### src/rtl/bus_pkg.sv
// Shared definitions for the memory-bus master: controller state encoding
// and the command-select codes presented on i_sel by the control unit.
package bus_pkg;

  typedef enum logic [1:0] {
    IDLE = 2'd0,
    REQ  = 2'd1,
    DONE = 2'd2,
    ERR  = 2'd3
  } state_t;

  localparam logic [1:0] SEL_NOP    = 2'b00;
  localparam logic [1:0] SEL_RD     = 2'b01;
  localparam logic [1:0] SEL_WR_NUM = 2'b10;
  localparam logic [1:0] SEL_WR_REG = 2'b11;

endpackage

### src/rtl/bus_master_ctl.sv
// Memory-bus master. Accepts a one-cycle command in IDLE, drives a
// registered address/data/rw bus with o_req until i_ack or a bounded
// wait-state timeout, then pulses o_done (success) or o_err (timeout).
//
// Ports:
//   clk, rst            clock, synchronous active-high reset
//   i_start, i_sel      command strobe and select (NOP/READ/WRITE forms)
//   i_rx, i_ry, i_num   operands, sampled when the command is accepted
//   o_salida_datos      write data (0 outside REQ)
//   o_direccion_datos   address    (0 outside REQ)
//   o_rw                1 = write, 0 = read (0 outside REQ)
//   o_req, i_ack        request/acknowledge handshake
//   i_mem_rdata         read data, valid with i_ack
//   o_rdata             last successfully read data
//   o_busy, o_done, o_err  status; done/err are one-cycle pulses
module bus_master_ctl
  import bus_pkg::*;
#(
  parameter int unsigned DATA_W  = 8,
  parameter int unsigned ADDR_W  = 8,
  parameter int unsigned TIMEOUT = 15
) (
  input  logic              clk,
  input  logic              rst,
  input  logic              i_start,
  input  logic [1:0]        i_sel,
  input  logic [DATA_W-1:0] i_rx,
  input  logic [DATA_W-1:0] i_ry,
  input  logic [DATA_W-1:0] i_num,
  output logic [DATA_W-1:0] o_salida_datos,
  output logic [ADDR_W-1:0] o_direccion_datos,
  output logic              o_rw,
  output logic              o_req,
  input  logic              i_ack,
  input  logic [DATA_W-1:0] i_mem_rdata,
  output logic [DATA_W-1:0] o_rdata,
  output logic              o_busy,
  output logic              o_done,
  output logic              o_err
);

  localparam int unsigned CNT_W = $clog2(TIMEOUT + 1);

  state_t              state, state_next;
  logic [CNT_W-1:0]    wait_cnt;
  logic                timeout_hit;
  logic [ADDR_W-1:0]   issue_addr;
  logic [DATA_W-1:0]   issue_data;
  logic                issue_rw;

  assign timeout_hit = (wait_cnt == CNT_W'(TIMEOUT - 1));

  // Bus values for the command currently on the inputs.
  always_comb begin
    issue_addr = '0;
    issue_data = '0;
    issue_rw   = 1'b0;
    case (i_sel)
      SEL_RD: begin
        issue_addr = i_ry[ADDR_W-1:0];
      end
      SEL_WR_NUM: begin
        issue_addr = i_rx[ADDR_W-1:0];
        issue_data = i_num;
        issue_rw   = 1'b1;
      end
      SEL_WR_REG: begin
        issue_addr = i_rx[ADDR_W-1:0];
        issue_data = i_ry;
        issue_rw   = 1'b1;
      end
      default: ;
    endcase
  end

  // Ack is tested before timeout so a coinciding ack wins.
  always_comb begin
    state_next = state;
    case (state)
      IDLE: begin
        if (i_start) state_next = (i_sel == SEL_NOP) ? DONE : REQ;
      end
      REQ: begin
        if (i_ack)            state_next = DONE;
        else if (timeout_hit) state_next = ERR;
      end
      DONE:    state_next = IDLE;
      ERR:     state_next = IDLE;
      default: state_next = IDLE;
    endcase
  end

  // Outputs are registered from state_next so they line up with the state
  // they describe. The bus registers double as the operand latch.
  always_ff @(posedge clk) begin
    if (rst) begin
      state             <= IDLE;
      wait_cnt          <= '0;
      o_salida_datos    <= '0;
      o_direccion_datos <= '0;
      o_rw              <= 1'b0;
      o_req             <= 1'b0;
      o_rdata           <= '0;
      o_busy            <= 1'b0;
      o_done            <= 1'b0;
      o_err             <= 1'b0;
    end else begin
      state  <= state_next;
      o_req  <= (state_next == REQ);
      o_busy <= (state_next != IDLE);
      o_done <= (state_next == DONE);
      o_err  <= (state_next == ERR);

      // Only counts while staying in REQ, so it tops out at TIMEOUT-1.
      if (state == REQ && state_next == REQ) wait_cnt <= wait_cnt + 1'b1;
      else                                   wait_cnt <= '0;

      if (state == IDLE && state_next == REQ) begin
        o_direccion_datos <= issue_addr;
        o_salida_datos    <= issue_data;
        o_rw              <= issue_rw;
      end else if (state_next != REQ) begin
        o_direccion_datos <= '0;
        o_salida_datos    <= '0;
        o_rw              <= 1'b0;
      end

      if (state == REQ && i_ack && !o_rw) o_rdata <= i_mem_rdata;
    end
  end

endmodule

### config.mk
export PLATFORM = sky130hd
export DESIGN_NAME = bus_master_ctl
export DESIGN_NICKNAME = d
export VERILOG_FILES = /design/src/rtl/bus_pkg.sv /design/src/rtl/bus_master_ctl.sv
export SDC_FILE = /design/constraint.sdc
export NUM_CORES = 1
export LEC_CHECK = 0
export ABC_AREA = 1
export CAP_MARGIN = 5
export CORE_MARGIN = 3
export CORE_UTILIZATION = 44
export CTS_BUF_LIST = sky130_fd_sc_hd__clkbuf_8
export DETAILED_ROUTE_END_ITERATION = 7
export PLACE_DENSITY = 0.82
export SLEW_MARGIN = 20
export SYNTH_ARGS = -nofsm -noshare
export SYNTH_HDL_FRONTEND = slang
export SYNTH_SLANG_ARGS = --single-unit
### constraint.sdc
create_clock -name clk -period 1.9 [get_ports clk]
set_clock_uncertainty 0.15 [all_clocks]
set_input_delay 0.19 -clock clk [delete_from_list [all_inputs] [get_ports clk]]
set_output_delay 0.19 -clock clk [all_outputs]
set_load 0.05 [all_outputs]
==> results of run 1 <==
==> routing by layer <==
| metal | vias up | global-route usage [%] | share of wire [%] |
|---|---|---|---|
| met3 | 8 | 8.333 | 9.0 |
| met1 | 714 | 24.32 | 44 |
| met2 | 54 | 31.54 | 45 |
| met4 | 0 | 7.868 | 1.7 |
| met5 | - | 0 | 0 |
| li1 | 838 | - | - |
==> cell type report <==
| type | instances | area [µm²] | area share, % |
|---|---|---|---|
| repair buffers | 73 | 723.2 | 30.23 |
| multi-input cells | 153 | 721.9 | 30.18 |
| flip-flops and latches | 35 | 700.7 | 29.29 |
| inverters | 27 | 101.3 | 4.236 |
| clock buffers | 6 | 82.58 | 3.452 |
| well taps | 46 | 57.56 | 2.406 |
| clock inverters | 1 | 5.005 | 0.2092 |
==> synthesized netlist by cell type (all sizes together) <==
cell type   n  area (µm²)
ha          2       25.02
buf         5       45.04
a21oi      17       115.1
nand3      27       135.1
o211ai      1       7.510
nand4       1       12.51
clkinv      1       3.750
xor2        1       8.760
xnor2       1       8.760
nand2      15       56.30
o21ai       8       40.04
nor2       78       300.3
dfxtp      35       700.7
inv        26       97.59
clkbuf      5       18.77
or2         2       12.51
==> flip-flops by register name, summed over array words and instances, names as in the netlist <==
signal,cells
o_direccion_datos,8
o_err,1
state,2
o_done,1
wait_cnt,4
o_req,1
o_rdata,8
o_salida_datos,8
o_rw,1
o_busy,1
==> worst reg2reg max path: stages, from the launching register on <==
cell	delay, ps
dfxtp_1	370
inv_1	60
ha_1	190
nand3_1	110
nand4_2	140
buf_4	200
nor2_1	90
nor2_1	40
nor2_1	90
==> where the power goes <==
group          leakage, µW  switching [µW]  internal, µW  total (µW)
Combinational     0.000585             211           158         369
Clock            0.0000470             252           284         536
Sequential        0.000284            13.5           763         777
Total             0.000917             477          1210        1680
==> kinds of logic (layout without fill, tap and decap cells) <==
kind of cell | count (synthesis) | after routing | synth area share [%]
and+or+nand+nor | 123 | 123 | 32.54
AOI/OAI and AO/OA | 26 | 26 | 10.24
buffers and inverters | 37 | 107 | 10.40
DFF | 35 | 35 | 44.13
adders and majority gates | 2 | 2 | 1.576
xor gates and xnor gates | 2 | 2 | 1.103
==> worst paths after layout <==
kind	startpoint	endpoint	slack, ps	depth (start not counted)
setup / recovery	o_salida_datos[0]	o_salida_datos[0]	110	1
hold / removal	wait_cnt[0]	wait_cnt[0]	310	1
setup reg to reg	wait_cnt[0]	o_salida_datos[5]	400	8
hold reg to reg	wait_cnt[0]	wait_cnt[0]	310	1
==> stage by stage <==
step	utilization [%]	cells	instance area [µm²]	setup WS [ps]
2_1_floorplan	-	225	1588	435.8
3_3_place_gp	67.47	334	2305	237.6
3_5_place_dp	67.47	334	2305	193.8
4_1_cts	70.04	341	2392	90.94
5_1_grt	70.04	341	2392	51.89
6_report	70.04	341	2392	109.7
==> results by group, run 1 <==
Status
  – Run status: complete, no violations

Timing
  – RSZ-0062 raised after global routing: no
  – Max-slew violation total from the final report: 0
  – Hold Slack: 313.3 ps
  – Final cycle utilization of the critical path: 94.23%
  – Relative slew slack: 65.71%
  – Max frequency: 558.6 MHz
  – Final setup vio count: 0
  – Final Hold Fails: 0
  – TNS Setup: 0 ps
  – Worst slew pin tran: 512.8 ps
  – Tmin final: 1790 ps

CTS
  – CTS resizes: 0
  – Post-CTS Setup Inserts: 0
  – Clk root buf: clkbuf_8
  – CTS buffer count: 5
  – Worst-Skew Late Latency: 290 ps
  – Bufs on Longest Clock Path: 2
  – H-tree depth: 2
  – CTS Hold Bufs: 0
  – Clk pin slew, worst setup/hold paths: 60 ps
  – TritonCTS clock tree: yes
  – Num Clock Sinks: 35

Logic synthesis
  – Number of distinct library cells after synthesis: 19
  – Syn Inst Count: 225
  – Avg Cell Area, Syn: 7.057 µm²
  – Synth warn: 0
  – Post-synthesis register bit count: 35
  – Mapped Nets: 265
  – Cell area after synthesis: 0.001588 mm²
  – Sequential cell area fraction in the yosys report: 44.13%

Pwr
  – Max VDD drop: 0.5895 mV
  – P_leak: 0.0009165 µW
  – Power Density: 703.1 mW/mm²
  – Design Power: 1682 µW

Setup path
  – CP Cell Sequence: clkdlybuf4s50_1
  – CP Buf/Inv Count: 1
  – Family with the most delay on the worst path: buffers and inverters
  – Crit Path Max Fanout: 2
  – Critical path required time: 1560 ps
  – Crit start category: flip-flop
  – Largest stage delay, worst path: 810 ps
  – Crit end category: output port
  – WP data arrival: 1450 ps
  – Type of the worst setup path: reg -> out
  – Worst path slowest cell: clkdlybuf4s50_1

Floorplanning
  – Die Area: 0.004365 mm²
  – Cell Rows: 21
  – Die H: 66.07 µm
  – IO Pins: 67
  – Initial Util: 46.48%
  – Die X: 66.07 µm
  – Total core area: 0.003416 mm²

Run
  – Number of max-cap violations: 0

Global routing
  – GRT Overall Usage: 20.09%
  – Initial antenna violation count: 0
  – Largest net degree at the start of global routing: 25
  – Vias in the first global route: 1,520
  – Grt ovf: 0
  – First-pass GRT wire length: 6658 µm

Finish
  – Final nets: 335
  – Antenna cell count: 0
  – Area Overhead vs Synth: 50.67%
  – Most frequent cells in the layout: nor2_1 (75), clkdlybuf4s50_1 (65), dfxtp_1 (35), nand3_1 (27), inv_1 (26)
  – Share of layout cells above drive strength 1: 9.153%
  – Fillers: 292
  – Most common cell after layout, fill and taps aside: nor2_1

Detailed routing
  – Avg WL per Cell: 11.83 µm
  – Drt via density: 4.733
  – Detailed Routing Iterations Pass 1: 4
  – WL final: 4034 µm
  – Remaining DRCs: 0
  – Starting DRT DRC Count: 146
  – Via count: 1,614
  – Antenna Nets Post-Route: 0

Placement
  – I/O Buffers: 66
  – Detailed placer's ending HPWL: 2956 µm
  – Placer congestion estimate: 0.7897

Worst hold path
  – Worst min-delay path class: reg -> reg
Note: power is estimated with default switching activity, not from simulation.
==> run 2: changes to the inputs <==
GPL_TIMING_DRIVEN = 0   (was not set)
==> run 2 against run 1 <==
  * Worst setup slack worse by 52 ps
  * Critical path type unchanged
  * Highest routed layer unchanged
  * Die area did not move
  * Maximum frequency decreased by 2.8%
  * Clock power is 2% higher
==> results by group, run 2 (synthesis gave the netlist of run 1 again) <==
Timing
  – TNS Setup: 0 ps (unchanged)
  – Max frequency: 542.8 MHz (-2.8%)
  – Final cycle utilization of the critical path: 96.96% (+2.7 points)
  – Final setup vio count: 0 (unchanged)
  – Hold Slack: 148.5 ps (-164.8 ps)
  – RSZ-0062 raised after global routing: no
  – Final Hold Fails: 0 (unchanged)
  – Relative slew slack: 64.62% (-1.1 points)
  – Tmin final: 1842 ps (+51.85 ps)
  – Max-slew violation total from the final report: 0 (unchanged)
  – Worst slew pin tran: 529.0 ps (+16.28 ps)

Floorplanning
  – Initial Util: 46.48% (unchanged)
  – Total core area: 0.003416 mm² (unchanged)
  – IO Pins: 67 (unchanged)
  – Die X: 66.07 µm (unchanged)
  – Cell Rows: 21 (unchanged)
  – Die H: 66.07 µm (unchanged)
  – Die Area: 0.004365 mm² (unchanged)

Setup path
  – Crit start category: flip-flop
  – Type of the worst setup path: reg -> out
  – Largest stage delay, worst path: 840 ps (+30 ps)
  – CP Buf/Inv Count: 1 (unchanged)
  – Crit Path Max Fanout: 3 (+1)
  – Worst path slowest cell: clkdlybuf4s50_1
  – CP Cell Sequence: clkdlybuf4s50_1
  – Critical path required time: 1560 ps (about the same)
  – Family with the most delay on the worst path: buffers and inverters
  – WP data arrival: 1500 ps (+50 ps)
  – Crit end category: output port

Detailed routing
  – Avg WL per Cell: 11.63 µm (-1.7%)
  – Via count: 1,591 (-1.4%)
  – Antenna Nets Post-Route: 0 (unchanged)
  – WL final: 3966 µm (-1.7%)
  – Drt via density: 4.666 (-1.4%)
  – Remaining DRCs: 0 (unchanged)
  – Starting DRT DRC Count: 143 (-2.1%)
  – Detailed Routing Iterations Pass 1: 4 (unchanged)

CTS
  – Bufs on Longest Clock Path: 2 (unchanged)
  – Clk root buf: clkbuf_8
  – Post-CTS Setup Inserts: 0 (unchanged)
  – CTS buffer count: 5 (unchanged)
  – TritonCTS clock tree: yes
  – Num Clock Sinks: 35 (unchanged)
  – Worst-Skew Late Latency: 290 ps (about the same)
  – CTS resizes: 0 (unchanged)
  – Clk pin slew, worst setup/hold paths: 70 ps (about the same)
  – CTS Hold Bufs: 0 (unchanged)
  – H-tree depth: 2 (unchanged)

Pwr
  – Power Density: 712.6 mW/mm² (+1.3%)
  – P_leak: 0.0008964 µW (-2.2%)
  – Design Power: 1684 µW (+0.12%)
  – Max VDD drop: 0.5573 mV (-5.5%)

Finish
  – Fillers: 303 (+3.8%)
  – Most common cell after layout, fill and taps aside: nor2_1
  – Largest registers: o_direccion_datos (8), o_rdata (8), o_salida_datos (8)
  – Area Overhead vs Synth: 48.86%
  – Share of layout cells above drive strength 1: 8.136% (-1.0 points)
  – Antenna cell count: 0 (unchanged)
  – Most frequent cells in the layout: nor2_1 (75), clkdlybuf4s50_1 (63), dfxtp_1 (35), nand3_1 (27), inv_1 (26)
  – Final nets: 335 (unchanged)

Global routing
  – Grt ovf: 0 (unchanged)
  – GR Layer Usage met3: 8.333% (unchanged)
  – Vias in the first global route: 1,505 (-0.99%)
  – First-pass GRT wire length: 6479 µm (-2.7%)
  – GRT Overall Usage: 19.86% (-0.22 points)
  – Largest net degree at the start of global routing: 11 (-56%)
  – Initial antenna violation count: 0 (unchanged)
  – M1 GR Usage: 23.66% (-0.66 points)
  – Busiest grt layer: met2
  – Met2 Use GR: 31.29% (-0.25 points)

Placement
  – Detailed placer's ending HPWL: 2881 µm (-2.5%)
  – I/O Buffers: 63 (-4.5%)
  – Placer congestion estimate: 0.8138 (+3.1%)

Worst hold path
  – Worst min-delay path class: in -> reg

Status
  – Run status: complete, no violations

Run
  – Number of max-cap violations: 0 (unchanged)
run 2: cell types whose count changed in the layout (fill, tap and decap cells not counted):
cell	change
clkbuf_1	+5
buf_4	-4
clkdlybuf4s50_1	-2
buf_6	+2
buf_12	-1
run 2: through the flow:
stage	utilization, %	cells	worst slack (ps)	cell area [µm²]
global route	69.19	341	23.12	2364
CTS	69.19	341	43.67	2364
global placement	66.63	334	207.9	2276
detailed placement	66.63	334	195.1	2276
floorplan	-	225	435.8	1588
finish	69.19	341	57.85	2364
run 2: power breakdown:
| group | switching (µW) | total, µW | internal (µW) |
|---|---|---|---|
| registers | 13.5 | 777 | 763 |
| clock network | 261 | 545 | 284 |
| logic | 211 | 363 | 152 |
run 2: cell type report:
class,count,area (µm²),area share [%]
clock buffer,6,82.58,3.494
clock inverter,1,5.005,0.2118
timing repair buffer,63,630.6,26.68
buffer,10,63.81,2.700
tap,46,57.56,2.435
sequential,35,700.7,29.65
multi-input combinational,153,721.9,30.55
inverter,27,101.3,4.288
run 2: routing by layer:
layer | vias up | share of wire [%]
li1 | 838 | -
met1 | 673 | 44
met2 | 73 | 43
met3 | 7 | 12
met4 | 0 | 1.7
met5 | - | 0
run 2: worst paths after layout:
| path | from | slack (ps) | endpoint | cells after the start |
|---|---|---|---|---|
| min | rst | 150 | o_direccion_datos[1] | 2 |
| max | o_rw | 60 | o_rw | 1 |
| max reg2reg | wait_cnt[0] | 210 | o_salida_datos[1] | 8 |
| min reg2reg | wait_cnt[0] | 310 | wait_cnt[0] | 1 |
==> run 3: changes to the inputs <==
CTS_CLUSTER_DIAMETER = 120   (was not set)
clock period = 1.8 ns   (was 1.9 ns; I/O delays follow)
==> run 3 against run 2 <==
  * Sequential power increased by 5.5%
  * Register-to-register slack got worse by 20 ps
  * Final cell count unchanged
  * Via count decreased by 1.1%
  * Cell area increased by 0.85%
  * Combinational power increased by 5.8%
  * Clock-buffer cell count unchanged
  * Sequential share of layout area decreased by 0.25 points
  * Largest power group unchanged
==> results by group, run 3 (synthesis gave the netlist of run 1 again) <==
Status
  – Run status: complete, no violations

Setup path
  – Type of the worst setup path: reg -> out
  – Crit start category: flip-flop
  – CP Buf/Inv Count: 1 (unchanged)
  – Worst path slowest cell: clkdlybuf4s50_1
  – Crit end category: output port
  – Largest stage delay, worst path: 810 ps (-30 ps)
  – Critical path required time: 1470 ps (-90 ps)
  – Crit Path Max Fanout: 2 (-1)
  – CP Cell Sequence: clkdlybuf4s50_1
  – Family with the most delay on the worst path: buffers and inverters
  – WP data arrival: 1450 ps (-50 ps)

Floorplanning
  – Die X: 66.07 µm (unchanged)
  – Die H: 66.07 µm (unchanged)
  – Total core area: 0.003416 mm² (unchanged)
  – Die Area: 0.004365 mm² (unchanged)
  – Initial Util: 46.48% (unchanged)
  – Cell Rows: 21 (unchanged)
  – IO Pins: 67 (unchanged)

CTS
  – Clk pin slew, worst setup/hold paths: 70 ps (about the same)
  – Worst-Skew Late Latency: 290 ps (about the same)
  – H-tree depth: 2 (unchanged)
  – Post-CTS Setup Inserts: 0 (unchanged)
  – Bufs on Longest Clock Path: 2 (unchanged)
  – TritonCTS clock tree: yes
  – CTS buffer count: 5 (unchanged)
  – Clk root buf: clkbuf_8
  – CTS Hold Bufs: 0 (unchanged)
  – Num Clock Sinks: 35 (unchanged)

Timing
  – Final setup vio count: 0 (unchanged)
  – Max-slew violation total from the final report: 0 (unchanged)
  – Tmin final: 1784 ps
  – Worst slew pin tran: 529.1 ps (+0.02712 ps)
  – Relative slew slack: 64.62% (about the same)
  – Max frequency: 560.4 MHz
  – TNS Setup: 0 ps (unchanged)
  – Final cycle utilization of the critical path: 99.13%
  – Final Hold Fails: 0 (unchanged)
  – Setup ws final: 15.68 ps (-42.17 ps)

Finish
  – Most frequent cells in the layout: nor2_1 (75), clkdlybuf4s50_1 (57), dfxtp_1 (35), nand3_1 (27), inv_1 (26)
  – Final Non-Filler Cells: 341 (unchanged)
  – Most common cell after layout, fill and taps aside: nor2_1
  – Design area: 0.002384 mm² (+0.85%)
  – Area Overhead vs Synth: 50.12%
  – Final nets: 335 (unchanged)
  – Share of layout cells above drive strength 1: 8.136% (unchanged)
  – Fillers: 301 (-0.66%)
  – Largest registers: o_direccion_datos (8), o_rdata (8), o_salida_datos (8)
  – Antenna cell count: 0 (unchanged)

Pwr
  – Power Density: 747.0 mW/mm² (+4.8%)
  – P_leak: 0.0009909 µW (+11%)
  – Design Power: 1781 µW (+5.7%)
  – Max VDD drop: 0.5885 mV (+5.6%)

Global routing
  – Grt ovf: 0 (unchanged)
  – Initial antenna violation count: 0 (unchanged)
  – First-pass GRT wire length: 6479 µm (unchanged)
  – GRT Overall Usage: 19.86% (unchanged)
  – Largest net degree at the start of global routing: 11 (unchanged)
  – Vias in the first global route: 1,505 (unchanged)

Placement
  – I/O Buffers: 63 (unchanged)
  – Placed Cells: 334 (unchanged)
  – Placed Area: 0.002276 mm² (unchanged)
  – Detailed placer's ending HPWL: 2881 µm (unchanged)
  – Placer congestion estimate: 0.8138 (unchanged)
  – Dpl ws: 103.1 ps (-92.00 ps)

Detailed routing
  – Remaining DRCs: 0 (unchanged)
  – Uppermost layer routed: met4
  – Met2 wire len: 1712 µm (+1.4%)
  – Detailed Routing Iterations Pass 1: 4 (unchanged)
  – Drt via density: 4.613 (-1.1%)
  – Starting DRT DRC Count: 136 (-4.9%)
  – Avg WL per Cell: 11.78 µm (+1.3%)
  – Metal-1 WL: 1756 µm (+1.1%)
  – WL final: 4016 µm (+1.3%)
  – Antenna Nets Post-Route: 0 (unchanged)
  – Via count: 1,573 (-1.1%)
  – Met3 Wirelength: 479 µm (+1.5%)

Worst hold path
  – Worst min-delay path class: in -> reg

Run
  – Number of max-cap violations: 0 (unchanged)
[run 3: changes by cell type in the layout (fill, tap and decap cells not counted)]
cell and change:
clkdlybuf4s50_1 -6, dlymetal6s2s_1 +5, dlygate4sd2_1 +1, nand4_2 -1
nand4_4 +1
[run 3: worst paths after layout]
path                     startpoint                   end  slack (ps)  depth (start not counted)
setup / recovery  o_salida_datos[1]     o_salida_datos[1]          20                          1
hold / removal                  rst  o_direccion_datos[1]         140                          2
setup reg to reg        wait_cnt[0]     o_salida_datos[1]         190                          8
hold reg to reg         wait_cnt[0]           wait_cnt[0]         310                          1
[run 3: area by class of cell]
cell class | count | area [µm²] | share of cell area, %
plain buffers | 10 | 63.81 | 2.677
clock buffers | 6 | 82.58 | 3.465
clock inverters | 1 | 5.005 | 0.2100
inverters | 27 | 101.3 | 4.252
multi-input cells | 153 | 730.7 | 30.66
flip-flops and latches | 35 | 700.7 | 29.40
well taps | 46 | 57.56 | 2.415
repair buffers | 63 | 641.9 | 26.93
[run 3: timing repair]
| action | CTS | global route |
|---|---|---|
| cloned | 0 | 0 |
| gates resized for setup | 1 | 6 |
| endpoints found under the setup margin | 1 | 12 |
[run 3: metal layers]
metal	up-vias	global-route usage [%]
met5	-	0
met4	0	8.376
met3	7	8.333
met2	69	31.29
met1	660	23.66
li1	837	-
[run 3: power by group]
part | internal, µW | leakage [µW] | total, µW | switching [µW]
logic | 160 | 0.000659 | 384 | 224
clock network | 300 | 0.0000470 | 577 | 277
registers | 805 | 0.000284 | 820 | 14.2
total | 1270 | 0.000991 | 1780 | 515
[run 3: stage by stage]
stage / util (%) / hold WS (ps)
after floorplan: - / 164.9
after detailed placement: 66.63 / 303.2
final: 69.78 / 137.5
after CTS: 69.16 / 133.9
after global routing: 69.78 / 161.6
after global placement: 66.63 / 297.2
